`src/rtl/prefix_adder_pkg.sv`:
```
// ============================================================================
// prefix_adder_pkg : shared types, width limits and helper for the prefix adder
// Rev 1.0
// ============================================================================
`default_nettype none

package prefix_adder_pkg;

   localparam int MIN_WIDTH = 4;
   localparam int MAX_WIDTH = 64;

   typedef struct packed {
      logic g;
      logic p;
   } gp_t;

   function automatic int clog2(input int n);
      int r;
      r = 0;
      for (int i = 0; i < 31; i++) begin
         if ((1 << i) < n) r = i + 1;
      end
      return r;
   endfunction

endpackage

`default_nettype wire

```
`src/rtl/prefix_node.sv`:
```
// ============================================================================
// prefix_node : single-bit generate/propagate combine cell (combinational)
// Rev 1.0
// ============================================================================
`default_nettype none

module prefix_node
   import prefix_adder_pkg::*;
(
   input  logic i_gh,
   input  logic i_ph,
   input  logic i_gl,
   input  logic i_pl,
   output logic o_g,
   output logic o_p
);

   gp_t w_gp;

   assign w_gp.g = i_gh | (i_ph & i_gl);
   assign w_gp.p = i_ph & i_pl;
   assign o_g    = w_gp.g;
   assign o_p    = w_gp.p;

endmodule

`default_nettype wire

```
`src/rtl/pipelined_prefix_adder.sv`:
```
// ============================================================================
// pipelined_prefix_adder : Kogge-Stone a+b+cin, one register stage per level,
// valid/ready with bubble collapse. Optional PREFIX_ADDER_OVF_EN adds out_ovf.
// Rev 1.0
// ============================================================================
`default_nettype none

module pipelined_prefix_adder
   import prefix_adder_pkg::*;
#(
   parameter int WIDTH = 16
) (
   input  logic             clk,
   input  logic             rst_n,
   input  logic             in_valid,
   output logic             in_ready,
   input  logic [WIDTH-1:0] in_a,
   input  logic [WIDTH-1:0] in_b,
   input  logic             in_cin,
   output logic             out_valid,
   input  logic             out_ready,
   output logic [WIDTH-1:0] out_sum,
   output logic             out_cout
`ifdef PREFIX_ADDER_OVF_EN
   ,
   output logic             out_ovf
`endif
);

   localparam int LEVELS = clog2(WIDTH);
   localparam int S      = LEVELS + 2;
   localparam int OUT    = S - 1;

   if (WIDTH < MIN_WIDTH || WIDTH > MAX_WIDTH || (WIDTH & (WIDTH - 1)) != 0) begin : g_bad_width
      $error("pipelined_prefix_adder: WIDTH must be a power of two in 4..64");
   end

   logic [S-1:0]     r_valid;
   logic [S-1:0]     w_adv;
   logic [WIDTH-1:0] r_g    [0:LEVELS];
   logic [WIDTH-1:0] r_p    [0:LEVELS];
   logic [WIDTH-1:0] r_praw [0:LEVELS];
   logic [LEVELS:0]  r_cin;
   logic [WIDTH-1:0] w_g    [1:LEVELS];
   logic [WIDTH-1:0] w_p    [1:LEVELS];
   logic [WIDTH-1:0] w_carry;
   logic [WIDTH-1:0] w_sum;
   logic             w_cout;
   logic [WIDTH-1:0] r_sum;
   logic             r_cout;

   // A stage moves whenever it is empty or its successor moves, so bubbles collapse.
   always_comb begin
      w_adv      = '0;
      w_adv[OUT] = !r_valid[OUT] || out_ready;
      for (int k = OUT - 1; k >= 0; k--) begin
         w_adv[k] = !r_valid[k] || w_adv[k + 1];
      end
   end

   for (genvar k = 1; k <= LEVELS; k++) begin : g_level
      localparam int SPAN = 1 << (k - 1);
      for (genvar i = 0; i < WIDTH; i++) begin : g_bit
         if (i >= SPAN) begin : g_node
            prefix_node u_node (
               .i_gh (r_g[k-1][i]),
               .i_ph (r_p[k-1][i]),
               .i_gl (r_g[k-1][i-SPAN]),
               .i_pl (r_p[k-1][i-SPAN]),
               .o_g  (w_g[k][i]),
               .o_p  (w_p[k][i])
            );
         end else begin : g_pass
            assign w_g[k][i] = r_g[k-1][i];
            assign w_p[k][i] = r_p[k-1][i];
         end
      end
   end

   assign w_carry = {r_g[LEVELS][WIDTH-2:0] | (r_p[LEVELS][WIDTH-2:0] & {(WIDTH-1){r_cin[LEVELS]}}),
                     r_cin[LEVELS]};
   assign w_sum   = r_praw[LEVELS] ^ w_carry;
   assign w_cout  = r_g[LEVELS][WIDTH-1] | (r_p[LEVELS][WIDTH-1] & r_cin[LEVELS]);

   always_ff @(posedge clk or negedge rst_n) begin
      if (!rst_n) begin
         r_valid <= '0;
         r_cin   <= '0;
         r_sum   <= '0;
         r_cout  <= 1'b0;
         for (int k = 0; k <= LEVELS; k++) begin
            r_g[k]    <= '0;
            r_p[k]    <= '0;
            r_praw[k] <= '0;
         end
      end else begin
         if (w_adv[0]) begin
            r_valid[0] <= in_valid;
            if (in_valid) begin
               r_g[0]    <= in_a & in_b;
               r_p[0]    <= in_a ^ in_b;
               r_praw[0] <= in_a ^ in_b;
               r_cin[0]  <= in_cin;
            end
         end
         for (int k = 1; k <= LEVELS; k++) begin
            if (w_adv[k]) begin
               r_valid[k] <= r_valid[k-1];
               if (r_valid[k-1]) begin
                  r_g[k]    <= w_g[k];
                  r_p[k]    <= w_p[k];
                  r_praw[k] <= r_praw[k-1];
                  r_cin[k]  <= r_cin[k-1];
               end
            end
         end
         if (w_adv[OUT]) begin
            r_valid[OUT] <= r_valid[LEVELS];
            if (r_valid[LEVELS]) begin
               r_sum  <= w_sum;
               r_cout <= w_cout;
            end
         end
      end
   end

`ifdef PREFIX_ADDER_OVF_EN
   logic [LEVELS:0] r_msa;
   logic [LEVELS:0] r_msb;
   logic            r_ovf;

   always_ff @(posedge clk or negedge rst_n) begin
      if (!rst_n) begin
         r_msa <= '0;
         r_msb <= '0;
         r_ovf <= 1'b0;
      end else begin
         if (w_adv[0] && in_valid) begin
            r_msa[0] <= in_a[WIDTH-1];
            r_msb[0] <= in_b[WIDTH-1];
         end
         for (int k = 1; k <= LEVELS; k++) begin
            if (w_adv[k] && r_valid[k-1]) begin
               r_msa[k] <= r_msa[k-1];
               r_msb[k] <= r_msb[k-1];
            end
         end
         if (w_adv[OUT] && r_valid[LEVELS]) begin
            r_ovf <= (r_msa[LEVELS] == r_msb[LEVELS]) && (w_sum[WIDTH-1] != r_msa[LEVELS]);
         end
      end
   end

   assign out_ovf = r_ovf;
`endif

   assign in_ready  = w_adv[0];
   assign out_valid = r_valid[OUT];
   assign out_sum   = r_sum;
   assign out_cout  = r_cout;

endmodule

`default_nettype wire
```
`config.mk`:
```
export PLATFORM = sky130hd
export DESIGN_NAME = pipelined_prefix_adder
export DESIGN_NICKNAME = d
export VERILOG_FILES = /design/src/rtl/prefix_adder_pkg.sv /design/src/rtl/prefix_node.sv /design/src/rtl/pipelined_prefix_adder.sv
export SDC_FILE = /design/constraint.sdc
export NUM_CORES = 1
export LEC_CHECK = 0
export ABC_AREA = 1
export BUFFER_PORTS_ARGS = -buffer_cell sky130_fd_sc_hd__buf_4
export CORE_AREA = 3 3 169 171
export CTS_CLUSTER_DIAMETER = 40
export CTS_CLUSTER_SIZE = 28
export DETAILED_ROUTE_END_ITERATION = 8
export DIE_AREA = 0 0 172 174
export HOLD_SLACK_MARGIN = 0.05
export SLEW_MARGIN = 15
export SYNTH_ARGS = -nofsm -noshare
export SYNTH_HDL_FRONTEND = slang
export SYNTH_HIERARCHICAL = 1
export SYNTH_SLANG_ARGS = --single-unit
export TNS_END_PERCENT = 10
```
`constraint.sdc`:
```
create_clock -name clk -period 2.55 [get_ports clk]
set_input_delay 0.51 -clock clk [delete_from_list [all_inputs] [get_ports clk]]
set_output_delay 0.51 -clock clk [all_outputs]
set_load 0.005 [all_outputs]
```
==> results of run 1 <==
## flip-flops by register name, indices dropped and copies added, names as in the netlist
signal / count
out_cout: 1
out_sum: 16
r_cin: 5
r_g: 80
r_p: 64
r_praw: 76
r_valid: 6
## cells by family (layout without fill, tap and decap cells)
kind of cell	count (synthesis)	after routing	synth area share
XOR/XNOR	15	15	0.0121
adder cells (fa/ha/maj)	17	17	0.0196
AO/OA/AOI/OAI	95	95	0.0439
multiplexers	40	40	0.0416
AND/OR/NAND/NOR	612	612	0.233
buffers and inverters	196	275	0.0776
flip-flops	248	248	0.573
## worst max-delay path, cell delays in order (launching register included)
cell,delay [ns]
dfrtp_1,0.38
nand3_2,0.17
nor2_8,0.21
nand4_4,0.25
buf_4,0.23
## stage by stage
stage	hold slack, ns	util	total power [mW]	instance area, um2	std cells
after detailed placement	0.460	0.429	9.81	11600	1579
final	0.265	0.477	14.9	12900	1643
after CTS	0.253	0.477	15.1	12900	1643
after global placement	0.452	0.429	9.69	11600	1579
after global routing	0.288	0.477	16.0	12900	1643
after floorplan	0.214	-	8.57	10800	1223
## synth_stat cells
cell / count
a21oi_1: 47
inv_2: 1
nand2_1: 448
clkbuf_2: 1
inv_1: 135
buf_2: 23
nand2_4: 3
dfrtp_1: 248
mux2_2: 40
o21ai_1: 3
xor2_1: 15
buf_6: 6
nand3_1: 121
nand4_4: 1
nand2_2: 2
nor2_1: 34
buf_4: 8
o21ai_0: 45
nor2_8: 1
buf_1: 9
ha_1: 17
clkbuf_1: 13
nand3_2: 2
## cell usage in the layout, fill, tap and decap left out, drive strengths merged, types with 7 or more instances in the layout
cell type,netlist,final
a21oi,47,47
o21ai,48,48
mux2,40,40
buf,46,75
bufinv,0,7
dfrtp,248,248
clkbuf,14,45
nor2,35,35
inv,136,138
ha,17,17
xor2,15,15
nand2,453,453
nand3,123,123
## layer usage
layer  vias up  global-route usage
met4         0              0.0403
met3        38              0.0277
met5         -                   0
li1       3944                   -
met1      3523               0.235
met2       137               0.220
## repair_timing
item	4_1_cts	5_1_grt
endpoints found under the hold margin	49	0
hold buffers	1	0
buffers inserted	0	0
## worst min-delay path by stage
stage	depth (start not counted)	to
CTS	3	r_cin[0]
detailed placement	1	out_sum[3]
global route	3	r_cin[0]
floorplan	0	out_cout
finish	3	r_cin[0]
global placement	1	out_sum[3]
## power by group through the flow
| stage | clock, mW | combinational, mW | sequential, mW |
|---|---|---|---|
| 6_report | 5.24 | 3.53 | 6.16 |
| 5_1_grt | 5.56 | 4.09 | 6.31 |
| 4_1_cts | 5.35 | 3.61 | 6.17 |
| 3_5_place_dp | 0 | 3.59 | 6.22 |
| 3_3_place_gp | 0 | 3.50 | 6.20 |
| 2_1_floorplan | 0 | 2.69 | 5.88 |
## area by class of cell
type | count | area share
inverters | 136 | 0.0396
clock buffers | 45 | 0.0771
flip-flops and latches | 248 | 0.481
clock inverters | 18 | 0.0229
multi-input cells | 779 | 0.294
repair buffers | 76 | 0.0518
well taps | 341 | 0.0331
==> flow_summary.yaml, run 1 <==
synthesis:
  synth_nets: 1277
  synth_top_area_cell: "dfrtp_1"
  ys_seq_area_frac: 0.573
  yosysWarnings: 6
  ys_ff_latch: 248
  syn_avg_cell_area_um2: 8.86
  synthTopCellsByArea: "dfrtp_1, nand2_1, nand3_1, inv_1, mux2_2"
  syn_area_mm2: 0.0108
  netlist.area_leader.share: 0.573
  syn_inst: 1223
  synth_cell_type_count: 23
route:
  met3WireLength_um: 916
  drt-pass1-iter-count: 5
  drc: 0
  wl_met2_mm: 9.51
  antenna_left: 0
  viasPerCell: 4.65
  initialDrtViolationCount: 497
  vias: 7642
  routed_wl_mm: 22.0
  wl_per_cell_um: 13.4
  met1_length_mm: 11.2
  dr.max_layer_used: "met4"
pwr:
  switching_share: 0.313
  combPwrFrac: 0.237
  power_frac_clock: 0.351
  pwr-share-seq: 0.412
  powerDensity_mw_per_mm2: 1160
  ir_drop_uv: 499
  p_leak_nw: 7.08
  intPower_mw: 10.3
  p_switching_mw: 4.68
clock_tree:
  clk_latency_ns: 0.51
  post_cts_resized: 0
  cts_root_buffer: "clkbuf_16"
  clk_pin_slew_ns: 0.05
  cts_tree: "done"
  cts_buffers: 35
  clockBufferDepth: 3
  cts_sinks: 248
  htree_levels: 2
setup_path:
  crit_path_end: "in_ready"
  ff2ff_setup_slack_ns: 0.75
  regToRegEndpoint: "r_praw[67]"
  worstPathRequired_ns: 2.04
  cp_max_fo: 16
  timing.rr.start: "r_valid[5]"
  cp-end-kind: "output pin"
  cp-start-kind: "register"
  crit_type: "reg2out"
  crit_start: "r_valid[5]"
  r2r_cells: 7
  critPathArrivalTime_ns: 1.74
run_status:
  status: "finished clean"
timing:
  timing.slew.headroom: 0.552
  hold_viol: 0
  worstMarginPinSlew_ns: 0.672
  fin_crit_ns: 2.25
  slew_viol_final: 0
  fin_ws_ns: 0.301
  setup-violations-final: 0
  fmax_mhz: 445
  fin_setup_tns_ns: 0
  grt_setup_unrepaired: "false"
  fin_crit_sh: 0.882
  skew_ns: 0.0209
placed_design:
  dp_slack_ns: 0.456
  portBuffers: 55
  place_congestion: 0.784
  hpwl_mm: 15.2
final_layout:
  area_delta_synth_final_pct: 19.0
  multi_input_area_mm2: 0.00379
  drive_gt1_frac: 0.143
  final_nets: 1330
  regArea_mm2: 0.00621
  nFillCells: 2576
  antenna_cells: 0
floorplan:
  dieArea_mm2: 0.0299
  die_h_um: 174
  rows: 60
  io_pins: 56
  start_util: 0.401
  core_region_area_mm2: 0.0270
  die_width_um: 172
global_route:
  grt_usage: 0.152
  first_global_vias: 7334
  overflow: 0
  grt_start_max_net_pins: 74
  antenna_found_initial: 0
  grt_pass1_wl_mm: 37.8
min_path:
  worstHoldPathType: "in2reg"
  hold_start: "in_cin"
run:
  max-cap-violations: 0
No activity file was read; power rests on OpenSTA's default activity.
==> run 2, diff against run 1 <==
--- a/config.mk
+++ b/config.mk
@@ -12,6 +12,7 @@
 export CTS_CLUSTER_SIZE = 28
 export DETAILED_ROUTE_END_ITERATION = 8
 export DIE_AREA = 0 0 172 174
+export GPL_TIMING_DRIVEN = 0
 export HOLD_SLACK_MARGIN = 0.05
 export SLEW_MARGIN = 15
 export SYNTH_ARGS = -nofsm -noshare
==> flow_summary.yaml, run 2 (synthesized netlist as in run 1, its figures left out) <==
timing:
  slew_viol_final: 0
  worstMarginPinSlew_ns: 0.530
  fin_crit_sh: 0.921
  fmax_mhz: 426
  setup-violations-final: 0
  skew_ns: 0.0199
  grt_setup_unrepaired: "false"
  timing.slew.headroom: 0.646
  fin_setup_tns_ns: 0
  hold_viol: 0
  fin_ws_ns: 0.201
  fin_crit_ns: 2.35
  holdWs_ns: 0.244
final_layout:
  final_nets: 1371
  fin_area_mm2: 0.0129
  largest_reg_flops: 80
  area_delta_synth_final_pct: 19.5
  top_regs: "r_g x80, r_praw x76, r_p x64"
  final_util: 0.479
  regMostFlops: "r_g"
  drive_gt1_frac: 0.151
  final_cell_mix: "nand2_1, dfrtp_1, inv_1"
  nFillCells: 2648
  antenna_cells: 0
  layout.cells.non_filler: 1682
  final_common_cell: "nand2_1"
route:
  vias: 7810
  routed_wl_mm: 24.0
  wl_per_cell_um: 14.3
  initialDrtViolationCount: 313
  viasPerCell: 4.64
  antenna_left: 0
  drt-pass1-iter-count: 6
  drc: 0
pwr:
  p_total_mw: 14.8
  p_leak_nw: 7.12
  powerDensity_mw_per_mm2: 1140
  ir_drop_uv: 470
min_path:
  worstHoldPathType: "in2reg"
global_route:
  antenna_found_initial: 0
  overflow: 0
  grt_start_max_net_pins: 104
  grt_usage: 0.168
  first_global_vias: 8023
  grt_pass1_wl_mm: 41.0
setup_path:
  crit_type: "reg2out"
  critPathArrivalTime_ns: 1.84
  worstPathRequired_ns: 2.04
  cp-start-kind: "register"
  cp_max_fo: 10
  cp-end-kind: "output pin"
placed_design:
  place_inst: 1620
  dp_slack_ns: 0.406
  dpl-instance-area_mm2: 0.0117
  place_congestion: 0.825
  hpwl_mm: 17.7
  portBuffers: 54
floorplan:
  die_width_um: 172
  start_util: 0.401
  die_h_um: 174
  io_pins: 56
  dieArea_mm2: 0.0299
  rows: 60
  core_region_area_mm2: 0.0270
run_status:
  status: "finished clean"
clock_tree:
  clockBufferDepth: 3
  cts_tree: "done"
  post_cts_resized: 0
  cts_sinks: 248
  htree_levels: 2
  clk_latency_ns: 0.51
  cts_buffers: 35
  clk_pin_slew_ns: 0.06
  cts_root_buffer: "clkbuf_16"
run:
  max-cap-violations: 0
-- run 2: cell types whose count changed in the layout (fill, tap and decap cells not counted), moves of 2 or more --
| cell | delta |
|---|---|
| buf_16 | +2 |
| clkinv_4 | +4 |
| buf_6 | +6 |
| clkbuf_1 | +12 |
| buf_1 | +9 |
| inv_8 | +2 |
| clkbuf_8 | -4 |
| bufinv_16 | -3 |
| buf_4 | -6 |
| buf_12 | -7 |
| buf_2 | +23 |
| inv_6 | +2 |
-- run 2: power by group --
part	switching [mW]	internal, mW
clock network	1.82	3.09
logic	2.17	1.58
registers	0.872	5.25
total	4.86	9.92
-- run 2: final timing paths --
| kind | from | end | slack, ns | cells past startpoint |
|---|---|---|---|---|
| min in group asynchronous | rst_n | out_sum[3] | 0.52 | 2 |
| max in group asynchronous | rst_n | r_g[56] | 0.71 | 4 |
| setup / recovery | r_valid[5] | in_ready | 0.20 | 5 |
| hold / removal | in_cin | r_cin[0] | 0.24 | 3 |
| setup reg to reg | r_cin[4] | out_sum[6] | 0.87 | 5 |
| hold reg to reg | out_sum[0] | out_sum[0] | 0.47 | 2 |
-- run 2: area by class of cell --
cell class                 instances  area (um2)  share of cell area
clock inverter                    21         268              0.0207
inverter                         136         510              0.0394
buffer                            60         330              0.0255
tap                              341         427              0.0330
clock buffer                      40         936              0.0723
timing repair buffer              57         478              0.0369
sequential                       248        6210               0.479
multi-input combinational        779        3790               0.293
-- run 2: critical path, stage by stage, from the launching register on --
cell	delay (ns)
dfrtp_1	0.38
nand3_2	0.16
nor2_8	0.20
nand4_4	0.20
buf_2	0.25
buf_4	0.15
-- run 2: timing repair --
item,in CTS,in global routing
setup buffers,0,0
hold endpoints to repair,64,0
hold buffers,1,0
-- run 2: layer usage --
layer	track usage	vias to the layer above	wire length, um
li1	-	4016	-
met1	0.226	3600	11200
met2	0.273	145	11100
met3	0.0257	49	828
met4	0.0679	0	879
met5	0	-	0
